$ cat src/rtl/alu_ctrl.sv
// alu_ctrl: 4-register instruction sequencer that drives an external ALU (optional zflag under ALU_CTRL_ZFLAG_EN).
// Latency: register written at the edge after acceptance; wb_valid in the following cycle; one instruction per 3 cycles.
// Backpressure: instr_ready only in IDLE; instr_valid while busy is ignored and the word is taken in the next IDLE cycle.
module alu_ctrl (
    input  logic        clk,
    input  logic        rst,
    input  logic        instr_valid,
    output logic        instr_ready,
    input  logic [15:0] instr,
    output logic [7:0]  alu_op,
    output logic [7:0]  alu_a,
    output logic [7:0]  alu_b,
    input  logic [7:0]  alu_res,
    output logic        wb_valid,
    output logic [1:0]  wb_addr,
    output logic [7:0]  wb_data,
    output logic        illegal
`ifdef ALU_CTRL_ZFLAG_EN
    ,
    output logic        zflag
`endif
);

    typedef enum logic [1:0] {IDLE, EXEC, WB, ERR} state_t;

    state_t      state, state_nxt;
    logic [15:0] ir;
    logic [7:0]  regs [4];

    logic [2:0]  ir_op;
    logic [1:0]  ir_rd;
    logic [1:0]  ir_rs;
    logic [7:0]  ir_imm;
    logic [7:0]  rd_val;
    logic [7:0]  rs_val;
    logic        instr_legal;
    logic        unused_rsvd;

    assign ir_op       = ir[15:13];
    assign ir_rd       = ir[12:11];
    assign ir_rs       = ir[10:9];
    assign ir_imm      = ir[7:0];
    assign unused_rsvd = ir[8];
    assign rd_val      = regs[ir_rd];
    assign rs_val      = regs[ir_rs];
    // Opcodes 110 and 111 are the only rejected encodings.
    assign instr_legal = (instr[15:14] != 2'b11);

    always_ff @(posedge clk or posedge rst) begin
        if (rst) begin
            state   <= IDLE;
            ir      <= '0;
            wb_addr <= '0;
            wb_data <= '0;
            for (int i = 0; i < 4; i++) regs[i] <= '0;
        end else begin
            state <= state_nxt;
            if (state == IDLE && instr_valid) ir <= instr;
            if (state == EXEC) begin
                regs[ir_rd] <= alu_res;
                wb_addr     <= ir_rd;
                wb_data     <= alu_res;
            end
        end
    end

`ifdef ALU_CTRL_ZFLAG_EN
    always_ff @(posedge clk or posedge rst) begin
        if (rst) zflag <= 1'b0;
        else if (state == EXEC) zflag <= (alu_res == 8'd0);
    end
`endif

    always_comb begin
        state_nxt   = state;
        instr_ready = 1'b0;
        wb_valid    = 1'b0;
        illegal     = 1'b0;
        alu_op      = 8'd0;
        alu_a       = 8'd0;
        alu_b       = 8'd0;
        case (state)
            IDLE: begin
                instr_ready = 1'b1;
                if (instr_valid) state_nxt = instr_legal ? EXEC : ERR;
            end
            EXEC: begin
                state_nxt = WB;
                // Operands come from the pre-write register values, so Rd==Rs is safe.
                case (ir_op)
                    3'b000: alu_a = ir_imm;
                    3'b001: alu_a = rs_val;
                    3'b010: begin alu_op = 8'd1; alu_a = rd_val; alu_b = rs_val; end
                    3'b011: begin alu_op = 8'd1; alu_a = rd_val; alu_b = ~rs_val + 8'd1; end
                    3'b100: begin alu_op = 8'd2; alu_a = rd_val; alu_b = rs_val; end
                    3'b101: begin alu_op = 8'd3; alu_a = rd_val; alu_b = rs_val; end
                    default: ;
                endcase
            end
            WB: begin
                wb_valid  = 1'b1;
                state_nxt = IDLE;
            end
            ERR: begin
                illegal   = 1'b1;
                state_nxt = IDLE;
            end
            default: state_nxt = IDLE;
        endcase
    end

endmodule

$ cat config.mk
export PLATFORM = sky130hd
export DESIGN_NAME = alu_ctrl
export DESIGN_NICKNAME = d
export VERILOG_FILES = /design/src/rtl/alu_ctrl.sv
export SDC_FILE = /design/constraint.sdc
export NUM_CORES = 1
export LEC_CHECK = 0
export CORE_MARGIN = 2
export CORE_UTILIZATION = 55
export CTS_CLUSTER_DIAMETER = 30
export DETAILED_ROUTE_END_ITERATION = 12
export PLACE_DENSITY = 0.88
export SLEW_MARGIN = 40
export SYNTH_ARGS = -nofsm -noshare
export SYNTH_HDL_FRONTEND = slang
export SYNTH_SLANG_ARGS = --single-unit
export TNS_END_PERCENT = 100
$ cat constraint.sdc
create_clock -name clk -period 5.91 [get_ports clk]
set_clock_uncertainty 0.2 [all_clocks]
set_input_delay 1.182 -clock clk [delete_from_list [all_inputs] [get_ports clk]]
set_output_delay 1.182 -clock clk [all_outputs]
set_load 0.01 [all_outputs]
==> metrics.md, run 1 <==
| Metric | Value |
|---|---|
| Final Cycle Share | 79.5% |
| FF-to-FF setup slack | 3.52 ns |
| Avg WL per Cell | 18.3 um |
| Pleak | 0.00162 uW |
| Leading area contributor after synthesis | dfrtp_1 |
| CP Launch Point | ir[9]$_DFFE_PP0P_ |
| Final Slew Violations | 0 |
| Yosys warnings | 0 |
| Routed wire length | 7.57 mm |
| Die W | 81.5 um |
| Final worst-path setup slack | 1.21 ns |
| Slew margin rel. | 41.5% |
| I/O Pins | 64 |
| Worst path arrival time | 3.32 ns |
| CP Max Fanout | 9 |
| First-pass iteration count of the detailed router | 4 |
| DP Wirelength | 5.13 mm |
| Gr ovfl total | 0 |
| Syn Inst Count | 284 |
| Syn Std Cell Area | 0.00330 mm2 |
| CTS Buf Count | 9 |
| Max-cap violations | 0 |
| Sinks on Clock Net | 59 |
| FF+latch count, synth | 59 |
| Final setup vio count | 0 |
| Combinational share of power | 43.3% |
| Crit path launch type | flop |
| Core Util, Final | 68.5% |
| CTS tree | done |
| H-tree levels | 3 |
| Antenna viol nets, final | 0 |
| Clock Power Share | 16.2% |
| First-pass GRT wire length | 12.2 mm |
| Drc violations | 0 |
| R2R depth | 2 |
| Yosys top cell area share | 44.7% |
| # resized after CTS | 0 |
| Power Dens Cells | 469 mW/mm2 |
| Core area | 0.00585 mm2 |
| Power Internal | 1200 uW |
| Total Routing Usage GR | 25.4% |
| RR Endpoint | regs[19]$_DFFE_PP0P_ |
| Commonest non-fill, non-tap cell in the layout | dfrtp_1 |
| Cell Area, Placed | 0.00385 mm2 |
| Worst Path Required | 4.53 ns |
| Final cell count without fillers | 414 |
| Layout cell share with drive strength beyond 1 | 23.9% |
| Clk_lat worst skew | 0.34 ns |
| Root Buffer Master | clkbuf_8 |
| Hold crit path type | reg2reg |
| Design Area, Final | 0.00401 mm2 |
| Setup_tns | 0 ns |
| Chip height | 81.5 um |
| Highest-count cells in the layout ignoring fill and taps | dfrtp_1 (59), clkdlybuf4s50_1 (56), mux2_2 (47), nand2_1 (35), nor2b_1 (18) |
| Vias in the first global route | 2454 |
| Max rail drop VDD | 0.276 mV |
| Dpl ws | 1.53 ns |
| Syn_area_per_cell | 11.6 um2 |
| Post-layout min period | 4.70 ns |
| Sequential share of power | 40.5% |
| RR Startpoint | ir[11]$_DFFE_PP0P_ |
| Clock Path Buffers | 2 |
| Clk pin slew, worst setup/hold paths | 0.06 ns |
| Critical setup path kind | reg2out |
| Library cells used by synthesis | 37 |
| Hold_buf cts | 0 |
| Final hold viol count | 0 |
| Initial core utilization | 56.4% |
| Port bufs | 56 |
| Switching Share | 36.2% |
| Status | completed |
| Layout area overhead | 21.5% |
| Sequential element share of the synthesized area | 44.7% |
| Worst Hold End | wb_data[2]$_DFFE_PP0P_ |
| Worst-margin pin slew | 0.873 ns |
| Sw Pwr | 682 uW |
| Fmax | 0.213 GHz |
| Site Rows | 28 |
| Post-CTS Setup Bufs | 0 |
| RSZ-0062 raised after global routing | false |
| Hold_sp | wb_data[2]$_DFFE_PP0P_ |
| Initial antenna violation count | 0 |
| Vias per cell | 5.93 |
| Starting DRT DRC Count | 151 |
| Area contributors post-synth | dfrtp_1 (45%), mux2_2 (16%), mux4_2 (9.6%) |
| Via count | 2456 |
| Post-layout net count | 363 |
| Crit end category | output pin |
| Diodes inserted | 0 |
| Largest net degree at the start of global routing | 60 |
| Hold path cells | 2 |
| Placed insts | 399 |
| Die area | 0.00664 mm2 |
| Final Wtd Congestion | 0.842 |
[state kept, by name, summed over array words and instances (netlist names)]
| signal | count |
|---|---|
| state | 2 |
| regs | 32 |
| ir | 15 |
| wb_addr | 2 |
| wb_data | 8 |
[worst max path at each step]
| stage | end | cells past startpoint |
|---|---|---|
| after floorplan | alu_b[5] | 5 |
| after CTS | alu_b[5] | 5 |
| final | alu_b[5] | 5 |
| after global placement | alu_b[5] | 5 |
| after global routing | alu_b[7] | 5 |
| after detailed placement | alu_b[5] | 5 |
[cell families (layout without fill, tap and decap cells)]
family | after synthesis | in the layout | synth area share (%)
buffers and inverters | 28 | 78 | 5.08
multiplexers | 63 | 63 | 27.2
adder cells (fa/ha/maj) | 1 | 1 | 0.379
other | 1 | 6 | 0.114
AO/OA/AOI/OAI | 34 | 34 | 6.79
flip-flops | 59 | 59 | 44.7
AND/OR/NAND/NOR | 98 | 98 | 15.7
[critical path, cell delays in order (launching register included)]
cell and delay (ns):
dfrtp_1 0.69, mux4_2 0.66, or4_1 0.55, or3_1 0.35, a31oi_1 0.17, clkdlybuf4s50_1 0.55
[synth_stat cells]
cell and number:
dfrtp_1 59, mux2_2 47, nand2_1 35, nor2b_1 18, mux4_2 14, clkbuf_1 11
a211oi_1 10, a21oi_1 10, nand3b_1 10, nor2_1 10, or3_1 9, buf_4 6
a31oi_1 5, a211o_1 3, clkbuf_8 3, inv_1 3, nand2b_1 3, and2_1 2
buf_1 2, buf_2 2, mux4_1 2, nand4_1 2, nor3_1 2, nor4_1 2
o21ai_1 2, a2111o_1 1, a22oi_1 1, and3_1 1, and3b_1 1, buf_6 1
conb_1 1, ha_1 1, nand3_1 1, nor3b_2 1, o21ai_0 1, o31ai_1 1
or4_1 1
[routing by layer]
| metal | vias up | wire length, um | part of all wire (%) | track usage (%) |
|---|---|---|---|---|
| li1 | 1121 | - | - | - |
| met1 | 1212 | 3210 | 42 | 33.0 |
| met5 | - | 0 | 0 | 0 |
| met3 | 20 | 410 | 5.4 | 4.51 |
| met2 | 103 | 3720 | 49 | 40.3 |
| met4 | 0 | 229 | 3.0 | 15.1 |
[power by group through the flow]
stage	combinational, uW	sequential (uW)	clock [uW]
after floorplan	636	671	0
after global placement	772	746	0
after detailed placement	807	765	0
after CTS	812	759	311
after global routing	884	789	329
final	814	762	304
[layout make-up]
cell class                      count  area, um2
Tap cell                           75       93.8
Inverter                            3       11.3
Multi-Input combinational cell    202       1680
Fill cell                         443       1840
Timing Repair Buffer               60        591
Clock inverter                      3       15.0
Sequential cell                    59       1480
Clock buffer                       12        145
[through the flow]
step	hold WS [ns]	power [uW]
3_3_place_gp	0.261	1520
5_1_grt	0.310	2000
3_5_place_dp	0.264	1570
4_1_cts	0.283	1880
2_1_floorplan	0.264	1310
6_report	0.273	1880
Note: power is estimated with default switching activity, not from simulation.
==> inputs of run 2 (changes only) <==
CORE_UTILIZATION = 47   (was 55)
PLACE_DENSITY = 0.8   (was 0.88)
clock period = 4.2 ns   (was 5.91 ns; I/O delays follow)
==> run 2 against run 1 <==
  * Combinational power rose by 52%
  * Die area up 16%
  * Global-route usage is 3.6 points lower
  * Clock power grew 67%
  * Non-clock buffer count rose by 9
  * Power rose by 49%
  * Utilization decreased by 7.5 points
  * Sequential power is 38% higher
  * Register-to-register slack worse by 2.1 ns
  * Worst setup slack worse by 1.0 ns
  * Largest power group unchanged
==> metrics.md, run 2 (synthesis gave the netlist of run 1 again) <==
| Metric | Value |
|---|---|
| Drc violations | 0 (unchanged) |
| Routed wire length | 7.89 mm (+4.2%) |
| Largest net degree at the start of global routing | 42 (-30%) |
| Final Slew Violations | 0 (unchanged) |
| Root Buffer Master | clkbuf_8 |
| Via count | 2479 (+0.94%) |
| Hold crit path type | reg2reg |
| RSZ-0062 raised after global routing | false |
| Crit path launch type | flop |
| Gr ovfl total | 0 (unchanged) |
| Clk_lat worst skew | 0.34 ns (about the same) |
| Die area | 0.00771 mm2 (+16%) |
| Worst path arrival time | 2.96 ns (-0.36 ns) |
| Sinks on Clock Net | 59 (unchanged) |
| I/O Pins | 64 (unchanged) |
| Fmax | 0.250 GHz |
| First-pass GRT wire length | 12.4 mm (+1.8%) |
| Total Routing Usage GR | 21.8% (-3.6 points) |
| Initial core utilization | 48.6% (-7.8 points) |
| Biggest regs | regs x32, ir x15, wb_data x8 |
| Setup_tns | 0 ns (unchanged) |
| Power Dens Cells | 676 mW/mm2 (+44%) |
| Chip height | 87.8 um (+7.8%) |
| Worst Path Required | 3.16 ns (-1.37 ns) |
| Antenna viol nets, final | 0 (unchanged) |
| Pleak | 0.00170 uW (+4.6%) |
| Port bufs | 56 (unchanged) |
| Initial antenna violation count | 0 (unchanged) |
| Layout area overhead | 25.7% |
| Clock Path Buffers | 2 (unchanged) |
| Site Rows | 30 (+7.1%) |
| Vias per cell | 5.58 (-5.9%) |
| Critical setup path kind | reg2out |
| Worst-margin pin slew | 0.831 ns (-0.0419 ns) |
| Post-layout min period | 4.00 ns |
| FF-to-FF setup slack | 1.41 ns (-2.11 ns) |
| Vias in the first global route | 2412 (-1.7%) |
| Layout cell share with drive strength beyond 1 | 26.1% (+2.3 points) |
| Final setup vio count | 0 (unchanged) |
| Avg WL per Cell | 17.8 um (-2.8%) |
| CTS tree | done |
| Max rail drop VDD | 0.335 mV (+21%) |
| Core area | 0.00679 mm2 (+16%) |
| First-pass iteration count of the detailed router | 4 (unchanged) |
| Post-layout net count | 372 (+2.5%) |
| H-tree levels | 3 (unchanged) |
| Max-cap violations | 0 (unchanged) |
| Final hold viol count | 0 (unchanged) |
| WHS | 0.283 ns (+0.00995 ns) |
| Final Wtd Congestion | 0.816 (-3.1%) |
| Commonest non-fill, non-tap cell in the layout | dfrtp_1 |
| Overall power | 2800 uW (+49%) |
| Status | completed |
| Highest-count cells in the layout ignoring fill and taps | dfrtp_1 (58), clkdlybuf4s50_1 (55), mux2_2 (47), nand2_1 (35), nor2b_1 (18) |
| Hold_buf cts | 0 (unchanged) |
| Max FFs per register | 32 (unchanged) |
| Slew margin rel. | 44.4% (+2.8 points) |
| Top reg by flops | regs |
| Starting DRT DRC Count | 190 (+26%) |
| Core Util, Final | 61.0% (-7.5 points) |
| Crit end category | output pin |
| Final Cycle Share | 95.2% |
| CTS Buf Count | 9 (unchanged) |
| DP Wirelength | 5.35 mm (+4.3%) |
| Diodes inserted | 0 (unchanged) |
| CP Max Fanout | 7 (-2) |
| Die W | 87.8 um (+7.8%) |
| Clk pin slew, worst setup/hold paths | 0.06 ns (about the same) |
-- run 2: layout make-up --
type                    count  area (um2)
multi-input cells         202        1680
clock inverters             2        35.0
well taps                  96         120
flip-flops and latches     59        1480
fillers                   556        2650
repair buffers             69         661
clock buffers              13         159
inverters                   3        13.8
-- run 2: per-layer routing --
metal,GRT usage (%),vias to the layer above,part of all wire (%)
met4,10.5,0,2.7
li1,-,1139,-
met1,28.9,1216,42
met5,0,-,0
met2,33.2,105,49
met3,6.13,19,6.6
-- run 2: where the power goes --
part / switching, uW / internal (uW) / total (uW)
clock: 205 / 302 / 507
sequential: 245 / 809 / 1050
combinational: 540 / 701 / 1240
-- run 2: stage by stage --
step / area, um2 / setup slack [ns] / cells
global route: 4150 / 0.0598 / 444
CTS: 4140 / 0.0741 / 444
global placement: 3920 / 0.211 / 426
floorplan: 3320 / 0.993 / 289
detailed placement: 3920 / 0.179 / 426
finish: 4150 / 0.202 / 444
-- run 2: final timing paths --
path                                   startpoint                endpoint  cells after the start
min in group asynchronous                     rst      ir[12]$_DFFE_PP0P_                      2
max in group asynchronous                     rst      ir[15]$_DFFE_PP0P_                      3
max reg2reg                  state[1]$_DFFE_PP0P_    regs[27]$_DFFE_PP0P_                      5
min                        wb_addr[1]$_DFFE_PP0P_  wb_addr[1]$_DFFE_PP0P_                      2
min reg2reg                wb_addr[1]$_DFFE_PP0P_  wb_addr[1]$_DFFE_PP0P_                      2
max                             ir[9]$_DFFE_PP0P_                alu_b[7]                      6
-- run 2: repair_timing --
action / 4_1_cts / 5_1_grt
gates resized for setup: 1 / 2
setup endpoints to repair: 3 / 3
setup buffers: 3 / 0
cloned: 0 / 0
-- run 2: worst max-delay path, cell delays in order, from the launching register on --
cell and delay [ns]:
dfrtp_2 0.51, buf_4 0.17, mux4_2 0.58, nor4_2 0.45, nand4_1 0.15, a31oi_1 0.19
clkdlybuf4s50_1 0.57
==> inputs of run 3 (changes only) <==
ABC_AREA = 0   (was not set)
PLACE_DENSITY = not set   (was 0.8)
PLACE_DENSITY_LB_ADDON = 0.3   (was not set)
==> run 3 against run 2 <==
  * First-iteration DRC count decreased by 6.8%
  * Maximum frequency decreased by 1.4%
  * Via count is 0.97% lower
  * Critical path depth is 1 lower
  * Critical endpoint is now alu_b[5]
  * Highest routed layer unchanged
==> metrics.md, run 3 (synthesis gave the netlist of run 1 again) <==
| Metric | Value |
|---|---|
| Status | completed |
| Diodes inserted | 0 (unchanged) |
| CTS tree | done |
| Sw Pwr | 980 uW (-0.96%) |
| Post-layout net count | 370 (-0.54%) |
| Core area | 0.00679 mm2 (unchanged) |
| Sequential share of power | 37.7% (about the same) |
| Initial antenna violation count | 0 (unchanged) |
| RSZ-0062 raised after global routing | false |
| Layout area overhead | 24.6% |
| Max rail drop VDD | 0.333 mV (-0.67%) |
| Commonest non-fill, non-tap cell in the layout | dfrtp_1 |
| Fmax | 0.247 GHz (-1.4%) |
| FF-to-FF setup slack | 1.51 ns (+0.10 ns) |
| R2R depth | 5 (unchanged) |
| Highest-count cells in the layout ignoring fill and taps | dfrtp_1 (58), clkdlybuf4s50_1 (56), mux2_2 (47), nand2_1 (35), nor2b_1 (18) |
| Largest net degree at the start of global routing | 31 (-26%) |
| First-pass GRT wire length | 12.4 mm (about the same) |
| CP Launch Point | ir[9]$_DFFE_PP0P_ |
| Clk_lat worst skew | 0.33 ns (about the same) |
| Initial core utilization | 48.6% (unchanged) |
| Worst Path Required | 3.16 ns (about the same) |
| H-tree levels | 3 (unchanged) |
| Combinational share of power | 45.0% (+0.7 points) |
| RR Endpoint | regs[31]$_DFFE_PP0P_ |
| Final Slew Violations | 0 (unchanged) |
| Overall power | 2760 uW (-1.7%) |
| Pleak | 0.00166 uW (-2.2%) |
| Total Routing Usage GR | 21.4% (-0.40 points) |
| Worst path top cell family by delay | simple AND/OR/NAND/NOR gates |
| Routed wire length | 7.64 mm (-3.2%) |
| Slew margin rel. | 48.1% (+3.7 points) |
| Hold_sp | wb_data[2]$_DFFE_PP0P_ |
| Sinks on Clock Net | 59 (unchanged) |
| Antenna viol nets, final | 0 (unchanged) |
| Top reg by flops | regs |
| Final Wtd Congestion | 0.799 (-2.0%) |
| Vias in the first global route | 2348 (-2.7%) |
| Max stage delay on crit path | 0.58 ns (about the same) |
| Area of the multi-input gates | 0.00168 mm2 (+0.15%) |
| Root Buffer Master | clkbuf_8 |
| Die W | 87.8 um (unchanged) |
| Avg WL per Cell | 17.3 um (-2.7%) |
| Setup_tns | 0 ns (unchanged) |
| Crit end category | output pin |
| Via count | 2455 (-0.97%) |
| Biggest regs | regs x32, ir x15, wb_data x8 |
| Vias per cell | 5.55 (-0.52%) |
| Die area | 0.00771 mm2 (unchanged) |
| Chip height | 87.8 um (unchanged) |
| Drc violations | 0 (unchanged) |
| Cell Area, Placed | 0.00392 mm2 (about the same) |
| Worst path bufs/invs | 1 (-1) |
| RR Startpoint | state[1]$_DFFE_PP0P_ |
| CTS Buf Count | 9 (unchanged) |
| CP Max Fanout | 7 (unchanged) |
| I/O Pins | 64 (unchanged) |
| Final setup vio count | 0 (unchanged) |
| DP Wirelength | 5.34 mm (-0.18%) |
| Seq. cell area | 0.00148 mm2 (unchanged) |
| Layout cell share with drive strength beyond 1 | 25.7% (-0.43 points) |
| Power Dens Cells | 670 mW/mm2 (-0.79%) |
| Starting DRT DRC Count | 177 (-6.8%) |
| Critical setup path kind | reg2out |
| Max-cap violations | 0 (unchanged) |
| Hold crit path type | reg2reg |
| Worst path arrival time | 3.02 ns (+0.06 ns) |
| Switching Share | 35.6% (+0.25 points) |
| Worst-margin pin slew | 0.775 ns (-0.0565 ns) |
| Final Cycle Share | 96.6% (+1.4 points) |
| Hold path cells | 2 (unchanged) |
| Port bufs | 56 (unchanged) |
| Worst path cell trace | mux4_2 > or4_1 > or3_1 > a31oi_1 > clkdlybuf4s50_1 |
| Layout fillers | 580 (+4.3%) |
| Power Internal | 1780 uW (-2.0%) |
| Clock Path Buffers | 2 (unchanged) |
| Clk pin slew, worst setup/hold paths | 0.06 ns (about the same) |
| Design Area, Final | 0.00411 mm2 (-0.87%) |
| Worst Hold End | wb_data[2]$_DFFE_PP0P_ |
| First-pass iteration count of the detailed router | 4 (unchanged) |
| Clock Power Share | 17.4% (-0.7 points) |
| Post-layout min period | 4.06 ns (+0.0570 ns) |
| Site Rows | 30 (unchanged) |
| Crit path launch type | flop |
| CP max stage cell | clkdlybuf4s50_1 |
| Final hold viol count | 0 (unchanged) |
| Max FFs per register | 32 (unchanged) |
| Gr ovfl total | 0 (unchanged) |
run 3: layer usage:
metal  global-route usage, %  vias to the layer above  share of wire, %
met2                    33.1                       86                49
met5                       0                        -                 0
li1                        -                     1141                 -
met4                    6.57                        0               1.2
met1                    30.2                     1217                44
met3                    5.00                       11               6.2
run 3: layout make-up:
| class | count | share of cell area [%] |
|---|---|---|
| clock buffers | 12 | 3.29 |
| clock inverters | 3 | 0.974 |
| repair buffers | 67 | 15.6 |
| well taps | 96 | 2.92 |
| inverters | 3 | 0.274 |
| multi-input cells | 202 | 41.0 |
| flip-flops and latches | 59 | 35.9 |
run 3: repair_timing:
| action | 4_1_cts | 5_1_grt |
|---|---|---|
| resized for setup | 2 | 0 |
| endpoints found under the setup margin | 3 | 1 |
| hold buffers | 0 | 0 |
| setup buffers | 0 | 1 |
run 3: how the worst max path moves through the flow:
stage | cells after the start | slack, ns | end
finish | 5 | 0.14 | alu_b[5]
global route | 5 | 0.02 | alu_b[5]
CTS | 5 | 0.12 | alu_b[5]
detailed placement | 6 | 0.28 | alu_b[7]
global placement | 5 | 0.32 | alu_b[5]
floorplan | 5 | 0.99 | alu_b[5]
run 3: power by group through the flow:
stage / clock network (uW) / registers [uW] / logic (uW)
after floorplan: 0 / 944 / 895
after global placement: 0 / 1020 / 1190
after detailed placement: 0 / 1040 / 1220
after CTS: 490 / 1040 / 1230
after global routing: 520 / 1070 / 1340
final: 479 / 1040 / 1240
run 3: worst min-delay path, cell delays in order, from the launching register on:
cell and delay [ns]:
dfrtp_1 0.34, nand2_1 0.05, nand2_1 0.05
run 3: stage by stage:
step                      cells  worst slack (ns)  hold slack [ns]  util, %
final                       442             0.145            0.274     60.5
after global routing        442            0.0155            0.296     60.5
after CTS                   441             0.119            0.281     60.4
after detailed placement    426             0.281            0.266     57.7
after global placement      426             0.324            0.259     57.7
after floorplan             289             0.993            0.264        -
